[config.mk]
export PLATFORM = sky130hd
export DESIGN_NAME = hazard3_bus_arbiter
export DESIGN_NICKNAME = d
export VERILOG_FILES = /design/src/rtl/hazard3_bus_arbiter.sv
export SDC_FILE = /design/constraint.sdc
export NUM_CORES = 1
export LEC_CHECK = 0
export ABC_AREA = 1
export CAP_MARGIN = 20
export CELL_PAD_IN_SITES_DETAIL_PLACEMENT = 1
export CELL_PAD_IN_SITES_GLOBAL_PLACEMENT = 1
export CORE_AREA = 2 2 109 111
export CTS_BUF_LIST = sky130_fd_sc_hd__clkbuf_16
export DETAILED_ROUTE_END_ITERATION = 12
export DIE_AREA = 0 0 111 113
export DONT_BUFFER_PORTS = 1
export PLACE_DENSITY_LB_ADDON = 0.25
export SLEW_MARGIN = 10
export SYNTH_ARGS = -nofsm -noshare
export SYNTH_HDL_FRONTEND = slang
export SYNTH_SLANG_ARGS = --single-unit
[constraint.sdc]
create_clock -name clk -period 2.06 [get_ports clk]
set_input_delay 0.515 -clock clk [delete_from_list [all_inputs] [get_ports clk]]
set_output_delay 0.515 -clock clk [all_outputs]
set_load 0.01 [all_outputs]
[src/rtl/hazard3_bus_arbiter.sv]
// hazard3_bus_arbiter
// Shares one AHB-Lite master port between the instruction fetch frontend (I)
// and the load/store unit (D). One address-phase owner is chosen per bus
// cycle; the pipelined data phase is tracked so read data, write data and
// error responses reach the requester that issued the transfer.
// D has priority; a saturating starvation counter lets I win a tie after
// I_STARVE_LIMIT consecutive D grants made while I was waiting.
//
// Ports:
//   clk, rst_n                 clock, asynchronous active-low reset
//   i_addr/i_size/i_addr_vld   fetch request     -> i_addr_rdy
//   i_data/i_data_vld/_err     fetch response
//   d_addr/d_size/d_write/
//   d_addr_vld                 load/store request -> d_addr_rdy
//   d_wdata                    store data, driven during D's data phase
//   d_rdata/d_data_vld/_err    load/store response
//   haddr/hwrite/hsize/htrans/
//   hwdata                     AHB-Lite master outputs
//   hready/hresp/hrdata        AHB-Lite master inputs
module hazard3_bus_arbiter #(
  parameter int W_ADDR         = 32,
  parameter int W_DATA         = 32,
  parameter int I_STARVE_LIMIT = 4
) (
  input  logic              clk,
  input  logic              rst_n,

  input  logic [W_ADDR-1:0] i_addr,
  input  logic              i_size,
  input  logic              i_addr_vld,
  output logic              i_addr_rdy,
  output logic [W_DATA-1:0] i_data,
  output logic              i_data_vld,
  output logic              i_data_err,

  input  logic [W_ADDR-1:0] d_addr,
  input  logic [1:0]        d_size,
  input  logic              d_write,
  input  logic              d_addr_vld,
  output logic              d_addr_rdy,
  input  logic [W_DATA-1:0] d_wdata,
  output logic [W_DATA-1:0] d_rdata,
  output logic              d_data_vld,
  output logic              d_data_err,

  output logic [W_ADDR-1:0] haddr,
  output logic              hwrite,
  output logic [2:0]        hsize,
  output logic [1:0]        htrans,
  input  logic              hready,
  input  logic              hresp,
  output logic [W_DATA-1:0] hwdata,
  input  logic [W_DATA-1:0] hrdata
);

  // A limit of 0 needs no counter; keep a 1-bit stub tied to zero.
  localparam int CTR_W = (I_STARVE_LIMIT > 0) ? $clog2(I_STARVE_LIMIT + 1) : 1;
  localparam logic [CTR_W-1:0] STARVE_MAX = CTR_W'(I_STARVE_LIMIT);

  localparam logic [1:0] HTRANS_IDLE   = 2'b00;
  localparam logic [1:0] HTRANS_NONSEQ = 2'b10;

  localparam logic OWNER_I = 1'b0;
  localparam logic OWNER_D = 1'b1;

  // State
  logic             aph_lock_q,       aph_lock_d;
  logic             aph_lock_owner_q, aph_lock_owner_d;
  logic             dph_active_q,     dph_active_d;
  logic             dph_owner_q,      dph_owner_d;
  logic [CTR_W-1:0] starve_ctr_q,     starve_ctr_d;

  // Address-phase arbitration
  logic aph_req;   // a NONSEQ is presented this cycle
  logic owner;     // who owns it (meaningful only when aph_req)
  logic i_wins_tie;

  assign i_wins_tie = (I_STARVE_LIMIT != 0) && (starve_ctr_q == STARVE_MAX);

  always_comb begin
    aph_req = 1'b0;
    owner   = OWNER_D;
    if (aph_lock_q) begin
      // A stalled NONSEQ must be re-presented unchanged until hready.
      aph_req = 1'b1;
      owner   = aph_lock_owner_q;
    end else if (i_addr_vld && d_addr_vld) begin
      aph_req = 1'b1;
      owner   = i_wins_tie ? OWNER_I : OWNER_D;
    end else if (i_addr_vld) begin
      aph_req = 1'b1;
      owner   = OWNER_I;
    end else if (d_addr_vld) begin
      aph_req = 1'b1;
      owner   = OWNER_D;
    end
  end

  // AHB address-phase outputs
  always_comb begin
    htrans = HTRANS_IDLE;
    haddr  = '0;
    hwrite = 1'b0;
    hsize  = 3'b000;
    if (aph_req) begin
      htrans = HTRANS_NONSEQ;
      if (owner == OWNER_I) begin
        haddr = i_addr;
        hsize = i_size ? 3'b010 : 3'b001;
      end else begin
        haddr  = d_addr;
        hsize  = {1'b0, d_size};
        hwrite = d_write;
      end
    end
  end

  assign i_addr_rdy = hready && aph_req && (owner == OWNER_I);
  assign d_addr_rdy = hready && aph_req && (owner == OWNER_D);

  // Data-phase routing. A two-cycle error shows hresp with hready low first;
  // only the hready-high cycle produces a pulse.
  logic dph_done;
  assign dph_done   = dph_active_q && hready;

  assign i_data_vld = dph_done && (dph_owner_q == OWNER_I) && !hresp;
  assign i_data_err = dph_done && (dph_owner_q == OWNER_I) &&  hresp;
  assign d_data_vld = dph_done && (dph_owner_q == OWNER_D) && !hresp;
  assign d_data_err = dph_done && (dph_owner_q == OWNER_D) &&  hresp;

  assign i_data = hrdata;
  assign d_rdata = hrdata;
  // Only D ever writes, so its data bus can feed hwdata directly.
  assign hwdata = d_wdata;

  // Next-state logic
  always_comb begin
    aph_lock_d       = aph_lock_q;
    aph_lock_owner_d = aph_lock_owner_q;
    if (hready) begin
      aph_lock_d = 1'b0;
    end else if (aph_req) begin
      aph_lock_d       = 1'b1;
      aph_lock_owner_d = owner;
    end
  end

  always_comb begin
    dph_active_d = dph_active_q;
    dph_owner_d  = dph_owner_q;
    if (hready) begin
      dph_active_d = aph_req;
      dph_owner_d  = owner;
    end
  end

  always_comb begin
    starve_ctr_d = starve_ctr_q;
    if (I_STARVE_LIMIT == 0) begin
      starve_ctr_d = '0;
    end else if (i_addr_rdy || !i_addr_vld) begin
      starve_ctr_d = '0;
    end else if (d_addr_rdy) begin
      // i_addr_vld is high here: I lost the arbitration.
      starve_ctr_d = (starve_ctr_q == STARVE_MAX) ? starve_ctr_q
                                                  : starve_ctr_q + 1'b1;
    end
  end

  always_ff @(posedge clk or negedge rst_n) begin
    if (!rst_n) begin
      aph_lock_q       <= 1'b0;
      aph_lock_owner_q <= OWNER_I;
      dph_active_q     <= 1'b0;
      dph_owner_q      <= OWNER_I;
      starve_ctr_q     <= '0;
    end else begin
      aph_lock_q       <= aph_lock_d;
      aph_lock_owner_q <= aph_lock_owner_d;
      dph_active_q     <= dph_active_d;
      dph_owner_q      <= dph_owner_d;
      starve_ctr_q     <= starve_ctr_d;
    end
  end

endmodule

; Word level (Yosys, flattened, before mapping)
; Index checks and enable logic that the tools add are counted.
[op_classes]
n_addsub = 1
n_eq_ne = 2
n_mux = 21
bitwise_logic = 3
n_reduce_logical = 18
[ops]
columns = operator, count
row1 = two-way mux 32 bit, 2
row2 = two-way mux 1 bit, 12
row3 = logical AND 1 bit, 11
row4 = two-way mux 3 bit, 3
row5 = two-way mux 2 bit, 4
row6 = AND reduction 2 bit, 2
row7 = nonzero test 2 bit, 2
row8 = adder 3 x 1 -> 3 bit (second input constant), 1
row9 = == test 3 bit (second input constant), 1
row10 = NOT 1 bit, 3
row11 = logical NOT 1 bit, 2
row12 = != test 2 x 1 -> 1 bit (second input constant), 1
row13 = logical OR 1 bit, 1
[totals]
register_bits = 7

; Depth between registers and ports, before layout
[logic_depth]
word_depth = 9
depth_mapped = 9
ltp_nobuf = 9

; Least setup slack after synthesis
; No wires, ideal clock.
[synth_path]
path_kind = register -> output
startpoint = reg starve_ctr_q[0]
endpoint = out haddr[0]
t_arrival_ps = 1399
required_time_ps = 1545
slack_ps = 146
stages_incl_launch_ff = 9
n_path_buf = 1
path_cell_list = dfrtp_1 -> inv_1 -> ha_1 -> nand2_4 -> nand2_4 -> a21boi_4 -> buf_6 -> nor2_1 -> nor2_1
[synth_between]
elab_chain_len = 6
[synth_lines]
columns = item, line
row1 = start: declaration, 71  ; logic [CTR_W-1:0] starve_ctr_q, starve_ctr_d;
row2 = start signal: assignment, 182  ; starve_ctr_q <= starve_ctr_d;
row3 = == test 3 bit, 78  ; assign i_wins_tie = (I_STARVE_LIMIT != 0) && (starve_ctr_q == STARVE_MAX);
row4 = two-way mux 1 bit, 89  ; owner = i_wins_tie ? OWNER_I : OWNER_D;
row5 = two-way mux 1 bit, 87  ; end else if (i_addr_vld && d_addr_vld) begin
row6 = two-way mux 1 bit, 83  ; if (aph_lock_q) begin
row7 = two-way mux 32 bit, 107  ; if (owner == OWNER_I) begin
row8 = two-way mux 32 bit, 105  ; if (aph_req) begin
row9 = end: declaration, 46  ; output logic [W_ADDR-1:0] haddr,
; Every way passes these cells.

; Worst setup path after layout
[layout_path]
startpoint = reg starve_ctr_q[0]
endpoint = out haddr[31]
; Same word-level chain as after synthesis.

==> results.md <==
* Critical Path Fanout Max at 6
* Final setup violation count at 34
* Post-DRT Antenna Nets at 0
* Crit-path slowest cell: dfrtp_1
* Clk sinks at 7
* I/O Pins at around 280
* Vias in the first global route at roughly 1.3k
* Row cnt at 39
* CP peak stage delay at approximately 0.36 ns
* Die width at roughly 110 microns
* Top cells by area, synth: buf_4 (44%), nor2_1 (16%), dfrtp_1 (10%)
* Yosys top cell by area: buf_4
* IO buf count at 0
* Pwr/cell area at 614 nW/um^2
* Int Pwr at roughly 630 uW
* Met1 Use GR at under 10%
* Global routing met3 resource utilization at slightly below 4%
* Crit-path cells: inv_2, ha_4, nand2_4, nand2_4, a21boi_4, buf_12, buf_12, nor2_4, nor2_4, buf_6
* Placeable Area at around 11000 sq um
* Share of layout cells above drive strength 1 at a little over two fifths
* Leak pwr at roughly 0.67 nW
* Flop pwr share at 15.4%
* RSZ-0062 raised after global routing: yes
* WP data required at about 1.5 ns
* GR Util All Layers at approximately 7.6%
* Final Hold Viols at 0
* Reg2Reg Capture Point: starve_ctr_q[1]
* Critical path class: flip-flop to primary output
* DP Wirelength at between 3 and 4 mm
* Highest clock rate at about 0.47 GHz
* Final Wtd Congestion at ~0.74
* Fillers at about 1.4k
* Ys Warns at 0
* CTS tree: done
* Routed vias/inst at between 3 and 4
* First-pass DRT Iterations at 4
* Status: finished with violations
* Non-Filler Instances at 331
* Vias at approximately 1.3k
* Num CTS Buffers at 3
* R2r startpoint: starve_ctr_q[0]
* Most frequent cells in the layout: nor2_1 (35), nor2_2 (32), o21ai_1 (19)
* Final setup margin at -0.0608 ns
* Yosys cell types at 20
* DRT iter0 DRCs at 15
* HP Start: hready
* Clock skew at about 0.00042 ns
* Clock-pin transition on the worst setup and hold timing paths at ~0.040 ns
* Clock power frac at 32.3%
* CP startpoint kind: flip-flop
* Worst-case reg-to-reg path depth at 11
* Failing checks: setup timing
* CTS Buffer Depth at 2
* Post-Route WL at ~5.4 mm
* Dpl ws at ~0.0058 ns
* Switching Fraction at between 30% and 40%
* Top Usage Layer GRT: met2
* Die area at about 13000 sq um
* Root buf cell: clkbuf_16
* Worst vdd rail ir drop at 0.441 mV
* MaxCap Viol Count at 0
* Worst-skew pair later-pin latency at between 0.2 and 0.25 ns
* Max Slew Vio Count at 0
* NetSw at just under 400 uW
* Mapped Cells at 266
* Mapped Area at 1690 sq um
* Top-area cell type share of the netlist area at 44.5%
* R2r setup slk at 0.24 ns
* Min-Delay Path Depth at 1
* Tmin final at ~2.1 ns
* Inst Count DP at about 310
* Period utilization at 103%
* Global routing usage on met2 at 13.5%
* Crit path DAT at around 1.6 ns
* Area taken by flip-flops and latches at about 180 sq um
* WP buf/inv at 4
* CP delay by family, top: buffers and inverters
* Area of the multi-input gates at around 850 sq um
* Hold WC Path Type: primary input to flip-flop
* Syn Area/Cell at between 6 and 7 sq um
* Wirelength per Cell at between 15 and 20 microns
* GR Overflow Total at 0
* Hold WS at 0.375 ns
* Starting Density at around 15%
* Yosys reg bits at 7
* Area delta synth->final at -2.15%
* Maximum number of pins on one net before global-route repair at 26
* DRC Markers at 0
* Sequential cell area fraction in the yosys report at approximately a tenth
* Commonest non-fill, non-tap cell in the layout: nor2_1
* Antenna cell count at 0
* # H-tree levels at 1
* Nets at around 330
* Hold EP: aph_lock_q
* Antenna violations before repair at 0
* Worst Setup End Kind: primary output
* Die Y-Extent at ~110 microns
* First-pass GRT wire length at around 7.5 mm
* Comb pwr share at between 50% and 60%
## what timing repair did
item	CTS	global route
endpoints found under the setup margin	36	37
buffers inserted	9	3
pin swaps	25	25
gates resized for setup	57	24
gates cloned	3	2
endpoints found under the hold margin	7	0
hold buffers	1	0
## metal layers
layer,vias to the layer above,share of wire (%)
li1,576,-
met1,560,35
met2,96,49
met3,21,14
met4,0,2.4
met5,-,0
## sequential cells by signal, summed over array words and instances, names as in the netlist
signal	flops
dph_owner_q	1
aph_lock_owner_q	1
starve_ctr_q	3
aph_lock_q	1
dph_active_q	1
## metrics by stage
step / setup TNS [ns] / cell area, sq um / power, mW / utilization, %
3_3_place_gp: 0 / 1160 / 0.498 / 10.3
5_1_grt: -3.85 / 1650 / 1.09 / 14.7
2_1_floorplan: 0 / 1690 / 0.615 / -
3_5_place_dp: 0 / 1160 / 0.503 / 10.3
6_report: -1.01 / 1650 / 1.01 / 14.7
4_1_cts: -4.05 / 1570 / 0.993 / 13.9
## synthesized netlist by cell type, drive strengths merged
cell / number
a21boi: 1
a21oi: 6
buf: 107
clkbuf: 1
conb: 1
dfrtp: 7
ha: 2
inv: 9
nand2: 16
nand3: 6
nor2: 74
o21ai: 35
xor2: 1
## kinds of logic after synthesis
logic type | Yosys count | share of synthesized area, %
and+or+nand+nor | 96 | 23.9
AOI/OAI and AO/OA | 42 | 13.3
other | 1 | 0.222
buffers and inverters | 117 | 50.3
adders and majority gates | 2 | 1.48
xor gates and xnor gates | 1 | 0.519
DFF | 7 | 10.4
## power groups by stage
stage | combinational, mW | clock (mW) | sequential, mW
4_1_cts | 0.504 | 0.333 | 0.156
6_report | 0.531 | 0.327 | 0.156
3_5_place_dp | 0.345 | 0 | 0.158
2_1_floorplan | 0.459 | 0 | 0.157
5_1_grt | 0.580 | 0.348 | 0.157
3_3_place_gp | 0.341 | 0 | 0.158
## worst register-to-register path, stage by stage (launching register included)
cell	delay (ns)
dfrtp_1	0.38
inv_2	0.09
ha_4	0.14
nand2_4	0.05
nand2_4	0.08
a21boi_4	0.06
buf_12	0.14
buf_8	0.13
buf_4	0.14
buf_4	0.13
o21ai_1	0.25
a21oi_1	0.09
## worst max-delay path by stage
stage / start / to / slack (ns) / cells past startpoint
3_5_place_dp: starve_ctr_q[0] / haddr[31] / 0.006 / 9
4_1_cts: starve_ctr_q[0] / haddr[1] / -0.15 / 9
3_3_place_gp: starve_ctr_q[0] / haddr[31] / 0.01 / 9
2_1_floorplan: starve_ctr_q[0] / haddr[0] / 0.15 / 8
6_report: starve_ctr_q[0] / haddr[31] / -0.06 / 10
5_1_grt: starve_ctr_q[0] / haddr[29] / -0.15 / 9
## cell type report
class,instances,area share [%]
inverters,9,2.05
well taps,143,10.8
clock buffers,3,4.55
multi-input cells,143,51.7
repair buffers,25,20.0
flip-flops and latches,7,10.6
clock inverters,1,0.227
No activity file was read; power rests on OpenSTA's default activity.
